<file path="config.mk">
export PLATFORM = sky130hd
export DESIGN_NAME = sub32_serial
export DESIGN_NICKNAME = d
export VERILOG_FILES = /design/src/rtl/sub32_pkg.sv /design/src/rtl/sub8_slice.sv /design/src/rtl/sub32_serial.sv
export SDC_FILE = /design/constraint.sdc
export NUM_CORES = 1
export LEC_CHECK = 0
export CAP_MARGIN = 20
export CORE_ASPECT_RATIO = 1.25
export CORE_MARGIN = 5
export CORE_UTILIZATION = 46
export DETAILED_ROUTE_END_ITERATION = 8
export GPL_ROUTABILITY_DRIVEN = 0
export HOLD_SLACK_MARGIN = 0.15
export PLACE_DENSITY = 0.76
export SLEW_MARGIN = 5
export SYNTH_ARGS = -nofsm -noshare
export SYNTH_HDL_FRONTEND = slang
export SYNTH_HIERARCHICAL = 1
export SYNTH_SLANG_ARGS = --single-unit
</file>
<file path="constraint.sdc">
create_clock -name clk -period 4.2 [get_ports clk]
set_clock_uncertainty 0.2 [all_clocks]
set_input_delay 0.42 -clock clk [delete_from_list [all_inputs] [get_ports clk]]
set_output_delay 0.42 -clock clk [all_outputs]
set_load 0.02 [all_outputs]
</file>
<file path="src/rtl/sub32_pkg.sv">
// Shared types and constants for the byte-serial 32-bit subtractor.
// The result is built one 8-bit slice per clock, least significant slice first.
package sub32_pkg;

    localparam int WIDTH  = 32;
    localparam int SLICE  = 8;
    localparam int NSLICE = 4;

    typedef enum logic [1:0] {
        IDLE = 2'd0,
        RUN  = 2'd1,
        DONE = 2'd2
    } state_t;

    typedef logic [1:0] slice_idx_t;

    localparam slice_idx_t LAST_SLICE = slice_idx_t'(NSLICE - 1);

    // Bit position of the low end of slice i inside a 32-bit word.
    function automatic logic [4:0] slice_lsb(input slice_idx_t i);
        return {i, 3'b000};
    endfunction

endpackage

</file>
<file path="src/rtl/sub8_slice.sv">
// One 8-bit subtract slice with borrow in and borrow out.
// Purely combinational.
module sub8_slice (
    input  logic [7:0] a,
    input  logic [7:0] b,
    input  logic       bin,
    output logic [7:0] d,
    output logic       bout
);

    logic [8:0] diff9;

    // The ninth bit of the widened difference is the borrow out of this slice.
    assign diff9 = {1'b0, a} - {1'b0, b} - {8'b0, bin};
    assign d     = diff9[7:0];
    assign bout  = diff9[8];

endmodule

</file>
<file path="src/rtl/sub32_serial.sv">
// Byte-serial 32-bit subtractor: minuend - subtrahend over four clocks,
// with borrow, zero and signed-overflow flags and a start/busy/done handshake.
module sub32_serial
    import sub32_pkg::*;
(
    input  logic        clk,
    input  logic        reset_n,
    input  logic        start,
    input  logic [31:0] minuend,
    input  logic [31:0] subtrahend,
    output logic        busy,
    output logic        done,
    output logic [31:0] difference,
    output logic        borrow,
    output logic        zero,
    output logic        overflow
);

    state_t                  state;
    state_t                  state_next;
    slice_idx_t              idx;
    logic                    bin;
    logic                    accept;
    logic                    last;

    logic [WIDTH-1:0]        a_reg;
    logic [WIDTH-1:0]        b_reg;
    logic [WIDTH-SLICE-1:0]  work;

    logic [SLICE-1:0]        slice_a;
    logic [SLICE-1:0]        slice_b;
    logic [SLICE-1:0]        slice_d;
    logic                    slice_bout;
    logic [WIDTH-1:0]        result;

    // Two's-complement overflow of a - b: operands differ in sign and the
    // result sign differs from the minuend.
    function automatic logic sub_overflow(input logic a_msb, input logic b_msb,
                                          input logic d_msb);
        return (a_msb ^ b_msb) & (a_msb ^ d_msb);
    endfunction

    assign slice_a = a_reg[slice_lsb(idx) +: SLICE];
    assign slice_b = b_reg[slice_lsb(idx) +: SLICE];
    assign last    = (idx == LAST_SLICE);

    // On the final slice the top byte comes straight from the slice so the
    // full result is available on the same edge it is registered.
    assign result  = {slice_d, work};

    sub8_slice u_slice (
        .a    (slice_a),
        .b    (slice_b),
        .bin  (bin),
        .d    (slice_d),
        .bout (slice_bout)
    );

    always_comb begin
        state_next = state;
        busy       = 1'b0;
        done       = 1'b0;
        accept     = 1'b0;
        case (state)
            IDLE: begin
                if (start) begin
                    accept     = 1'b1;
                    state_next = RUN;
                end
            end
            RUN: begin
                busy = 1'b1;
                if (last) begin
                    state_next = DONE;
                end
            end
            DONE: begin
                done = 1'b1;
                if (start) begin
                    accept     = 1'b1;
                    state_next = RUN;
                end else begin
                    state_next = IDLE;
                end
            end
            default: begin
                state_next = IDLE;
            end
        endcase
    end

    always_ff @(posedge clk) begin
        if (!reset_n) begin
            state      <= IDLE;
            idx        <= '0;
            bin        <= 1'b0;
            difference <= '0;
            borrow     <= 1'b0;
            zero       <= 1'b0;
            overflow   <= 1'b0;
        end else begin
            state <= state_next;
            if (accept) begin
                idx <= '0;
                bin <= 1'b0;
            end else if (state == RUN) begin
                idx <= idx + 2'd1;
                bin <= slice_bout;
            end
            if ((state == RUN) && last) begin
                difference <= result;
                borrow     <= slice_bout;
                zero       <= (result == '0);
                overflow   <= sub_overflow(a_reg[WIDTH-1], b_reg[WIDTH-1], slice_d[SLICE-1]);
            end
        end
    end

    // Operand and partial-result storage carries no reset; control decides
    // when its contents are meaningful.
    always_ff @(posedge clk) begin
        if (accept) begin
            a_reg <= minuend;
            b_reg <= subtrahend;
        end
        if (state == RUN) begin
            case (idx)
                2'd0:    work[7:0]   <= slice_d;
                2'd1:    work[15:8]  <= slice_d;
                2'd2:    work[23:16] <= slice_d;
                default: ;
            endcase
        end
    end

endmodule

</file>
# Word level (Yosys, flattened, before mapping)
# Index checks and enable logic that the tools add are counted.
# totals
elab_cells	46
out_inout_bits	37
reg_bits	128
# classes
n_shift	2
n_addsub	3
mux	8
n_reduce_logical	10
eq_ne	7
bitwise	4
# op_table
op	count
indexed part select 32 x 6 -> 8 bit	2
logical NOT 32 bit	1
subtractor 8 x 8 -> 9 bit	1
subtractor 9 x 1 -> 9 bit	1
AND reduction 2 bit	4
== test 2 bit (second input constant)	3
one-hot mux 2 bit (3 select lines)	1
2-to-1 mux 1 bit	5
== test 2 x 1 -> 1 bit (second input constant)	2
logical NOT 2 bit	2
2-to-1 mux 2 bit	2
inequality test 2 bit (second input constant)	2
OR reduction 2 bit	2
adder 2 x 1 -> 2 bit (second input constant)	1
XOR 1 bit	2
AND 1 bit	1
logical AND 1 bit	1
NOT 1 bit	1

# Longest topological paths before layout
# logic_depth
depth_word	5
ltp_mapped	14

# Cells and area by module
# Netlist, hierarchy kept.
# modules_own_cells
module	area_each_um2	instances	cells_each
sub32_serial	4718.3	1	300
sub8_slice	554.3	1	76

# Least setup slack after synthesis
# OpenSTA, ideal clock, no wires.
# synth_timing
kind	input-to-reg
startpoint	in start
endpoint	reg bin
path_slack_ns	0.188
required_ns	3.882
setup_ns	0.118
n_path_buf	0
path_stages	3
arrival_time_ns	3.694
path_cell_list	nor2b_1 nand2b_1 nor2_1
# synth_via
elab_chain_len	3
# synth_rtl
item	line	rtl
from (decl)	sub32_serial.sv:8	input logic start,
2-to-1 mux 1 bit	sub32_serial.sv:66, sub32_serial.sv:79	
2-to-1 mux 1 bit	-	
OR reduction 2 bit (no source line)	-	
to (signal assigned)	sub32_serial.sv:108	bin <= slice_bout;
to (decl)	sub32_serial.sv:22	logic bin;
# Every way passes these cells.
# A chain may end at the register's enable or synchronous reset.

# Worst setup path after layout
# layout_timing
startpoint	reg idx[0]
endpoint	reg zero
# layout_via
elab_chain_len	4
# layout_rtl
item	line	rtl
from (decl)	sub32_serial.sv:21	slice_idx_t idx;
from (signal assigned)	sub32_serial.sv:107	idx <= idx + 2'd1;
indexed part select 32 x 6 -> 8 bit	sub32_serial.sv:43	assign slice_a = a_reg[slice_lsb(idx) +: SLICE];
named net slice_a[4]	sub32_serial.sv:30	logic [SLICE-1:0] slice_a;
subtractor 8 x 8 -> 9 bit	sub8_slice.sv:14	assign diff9 = {1'b0, a} - {1'b0, b} - {8'b0, bin};
subtractor 9 x 1 -> 9 bit	sub8_slice.sv:14	
named net slice_d[7]	sub32_serial.sv:32	logic [SLICE-1:0] slice_d;
logical NOT 32 bit	sub32_serial.sv:113	zero <= (result == '0);
to (signal assigned)	sub32_serial.sv:113	
to (decl)	sub32_serial.sv:15	output logic zero,
# The timed path passes the listed nets, and every way through them passes these cells.

==> results list <==
- I/O pin count: between 100 and 150
- The multi-input combinational cells in the finished layout cover a total of 1630 um^2.
- The die is 130 um tall.
- Total internal power: around 2.6 mW
- Final setup viols: 0
- Kind of start point of the critical path: register
- By area the synthesized netlist is led by edfxtp_1, dfxtp_1, nand2_1.
* TritonCTS clock tree: built
- Of the synthesized area, sequential elements account for 65.3%.
- The worst hold path begins at difference[25].
* Detailed-route wire length: 10.1 mm
- Maximum fanout along the worst path: 20
- The first TritonRoute pass finished after 4 iterations.
- Leak Pwr: between 2 and 3 nW
- The clock passes through at most 2 buffers.
- For this design the ratio of total power to cell area is ~470 nW/um^2.
- Source of the critical timing path: idx[0]
- Fmax: roughly 260 MHz
- Number of maximum-capacitance violations: 0
- Relative contribution of sequential cells to total power: 44.3%
- The startpoint identified for the worst register-to-register timing path is idx[0].
- Counting flops with an async set or reset pin after synthesis yields a share of 0%.
* Count of H-tree levels built during CTS: 4
- During placement, the flow inserted port buffers numbering a little over 100.
* Core Box Area: 11200 um^2
- Maximum number of pins on one net before global-route repair: 67
- After synthesis, the mean cell area works out to 14.0 um^2.
- Data arrives at the worst endpoint at between 3 and 4 ns.
* Fin crit share: between 90% and 100%
- After the last flow step, the layout net total stands at 577.
- In the synthesized netlist the dominant register cell turns out to be edfxtp_1.
- Combinational cells account for a little over an eighth of the total power.
- Post-CTS Setup Repair Bufs: 0
* Synthesized-area fraction occupied by ao, oa, aoi and oai cells: approximately 7.2%
* Required time at the endpoint of the critical path: between 4 and 5 ns
- The synthesized netlist devotes 5.03% of its cell area to adder and majority cells.
* Area grow syn2layout: 33.5%
- Number of remaining DRC errors: 0
- The number of hold buffers added after CTS was 0.
* Most instantiated cells after synthesis: edfxtp_1, nand2_1, dfxtp_1
- The die covers around 14000 um^2.
* Share of total power consumed by net switching: 22.6%
- Total Negative Setup Slacks: 0 ns
- Synthesized netlist net count: 463
* Worst Setup Path Type: reg -> reg
* Synthesized-area fraction occupied by and/or/nand/nor cells: roughly a tenth
* Num CTS Buffers: 17
- The first global-routing pass estimated roughly 17 mm of wire.
- The initial antenna violation count is 0.
- Initial core utilization: a little under half
- Cells along the critical path: buf_4 -> mux4_1 -> inv_1 -> ha_1 -> inv_1 -> ha_1 -> a21oi_2 -> nand2_1 -> a221oi_2 -> nand3b_1 -> nor4_1 -> nand4_1 -> o31ai_1
- Synthesis instantiated 46 different standard cells from the library.
- Number of gates given a new drive strength after cts: 0
- Die width: between 100 and 150 um
* Post-synth top area cell: edfxtp_1
- Overall power consumption after layout is estimated at about 3.3 mW.
- Summing all flip-flop and latch instances after layout gives roughly 3400 um^2.
- Net switching component of the power: around 760 uW
* Post-route worst hold slack: ~0.25 ns
* Slowest stage cell on the critical path: mux4_1
* Status: finished clean
- Setup repair after global routing missed its margin: no
* Worst-case headroom to the max-slew limit: a little under half
- The synthesized design contains between 80 and 90 enable-type register cells.
* Number of sinks handled by clock tree synthesis: 128
- Using the TritonRoute via totals, the vias-per-cell ratio works out to between 5 and 6.
* Skew-Pair Late Insertion Delay: roughly 0.4 ns
- In this design, the stage delay of the slowest critical-path cell is roughly 0.63 ns.
- Pins over their slew limit: 0
- Portion of synthesized cell area occupied by the leading cell type: roughly half
* Reg2Reg Setup Slack: ~0.4 ns
* Drt initial violations: 126
- Average detailed-routed wire length per instance: ~16 um
* Clock period minus final worst setup slack: between 3 and 4 ns
- Across the VDD grid, the largest voltage drop is around 0.00029 V.
* Cell Rows: 43
* Global-route usage over all layers: between 15 and 20%
* Main combinational cell family by area after synthesis: simple AND/OR/NAND/NOR gates
- Sum of net half-perimeters after detailed placement: 7.27 mm
* Share of layout cells above drive strength 1: 10.3%
- Count of synthesis-stage warnings from yosys: 6
- Measured against the total synthesized area, the mux share comes to between 7 and 8%.
- Top-count cell post-synth: edfxtp_1
* Count of antenna-violating nets left after detailed routing: 0
- Total count of hold-check failures in the final report: 0
- Final-layout fill cell count: around 850
- For this run the aggregate overflow at the end of global routing stands at 0.
* Synth Area in XOR/XNOR: less than 1%
* Class of the tightest hold or removal check: reg -> reg
- At the pin with the least slew margin, the transition time is 0.824 ns.
- Clock tree synthesis selected as its root buffer the cell clkbuf_16.
- Per report_power, the clock group accounts for about 42% of the total.
- Via count of the first global-routing pass: around 3.5k
- 0 antenna diodes ended up in the layout.
- Vias post-DR: approximately 3.3k
- Register clock-pin slew on the reported worst setup and hold paths: around 0.05 ns
- Capturing element type of the critical path: register
- After technology mapping, the gate count stands at roughly 380.
- Cell Area, Synth: roughly 5300 um^2
* Flip-flop and latch count after synthesis: 128
final cells by class:
| cell class | count | share of cell area, % |
|---|---|---|
| flip-flops and latches | 128 | 48.9 |
| multi-input cells | 205 | 23.2 |
| repair buffers | 111 | 15.7 |
| clock buffers | 29 | 8.14 |
| well taps | 135 | 2.40 |
| inverters | 27 | 1.44 |
| clock inverters | 3 | 0.213 |
layer usage:
metal / wire, um / vias to the layer above / share of wire, % / global-route usage, %
li1: - / 1585 / - / -
met1: 3970 / 1543 / 39 / 17.6
met2: 5280 / 108 / 52 / 27.7
met3: 658 / 19 / 6.5 / 5.54
met4: 224 / 0 / 2.2 / 8.00
met5: 0 / - / 0 / 0
worst max-delay path, delay by kind of cell (launching register included):
family / cells / cell delay [ns]
buf+inv: 3 / 0.44
compound gates: 3 / 0.76
simple gates: 4 / 0.85
flops: 1 / 0.30
fa+ha+maj: 2 / 0.51
mux: 1 / 0.63
final timing paths:
| check | to | cells past startpoint |
|---|---|---|
| min reg2reg | difference[25] | 2 |
| min | difference[25] | 2 |
| max | zero | 13 |
| max reg2reg | zero | 13 |
cell families after synthesis:
family / after synthesis
flip-flops: 128
AND/OR/NAND/NOR: 111
AO/OA/AOI/OAI: 49
buffers and inverters: 43
adder cells (fa/ha/maj): 20
multiplexers: 19
XOR/XNOR: 6
power groups by stage:
stage               clock (mW)  sequential, mW  combinational (mW)
detailed placement           0            1.51               0.446
global route              1.49            1.49               0.496
finish                    1.41            1.48               0.451
global placement             0            1.50               0.434
floorplan                    0            1.50               0.278
CTS                       1.43            1.48               0.453
metrics by stage:
stage	instance area [um^2]	utilization [%]	worst slack [ns]	instances
after global routing	7040	62.9	0.0143	638
after detailed placement	6420	57.4	0.519	604
after CTS	7010	62.6	0.346	636
after global placement	6420	57.4	0.627	604
final	7040	62.9	0.398	638
after floorplan	5270	-	0.188	376
layout by cell type (no fill, tap or decap), types with 2 or more instances in the layout:
cell,count
ha_1,18
clkdlybuf4s50_1,103
nor2b_1,3
clkinv_2,3
mux4_1,8
a21oi_2,2
clkbuf_1,4
nand2_1,72
mux4_2,8
and2_1,3
inv_1,27
a21boi_0,4
a21boi_1,30
buf_4,6
clkbuf_8,6
xnor2_1,4
nand3b_1,2
nand2b_1,2
mux2i_1,3
nor2_1,8
clkbuf_16,19
nor4_1,8
fa_1,2
nand4_1,3
nand3_1,3
dfxtp_1,40
xor2_1,2
edfxtp_1,88
buf_8,2
Note: power is estimated with default switching activity, not from simulation.
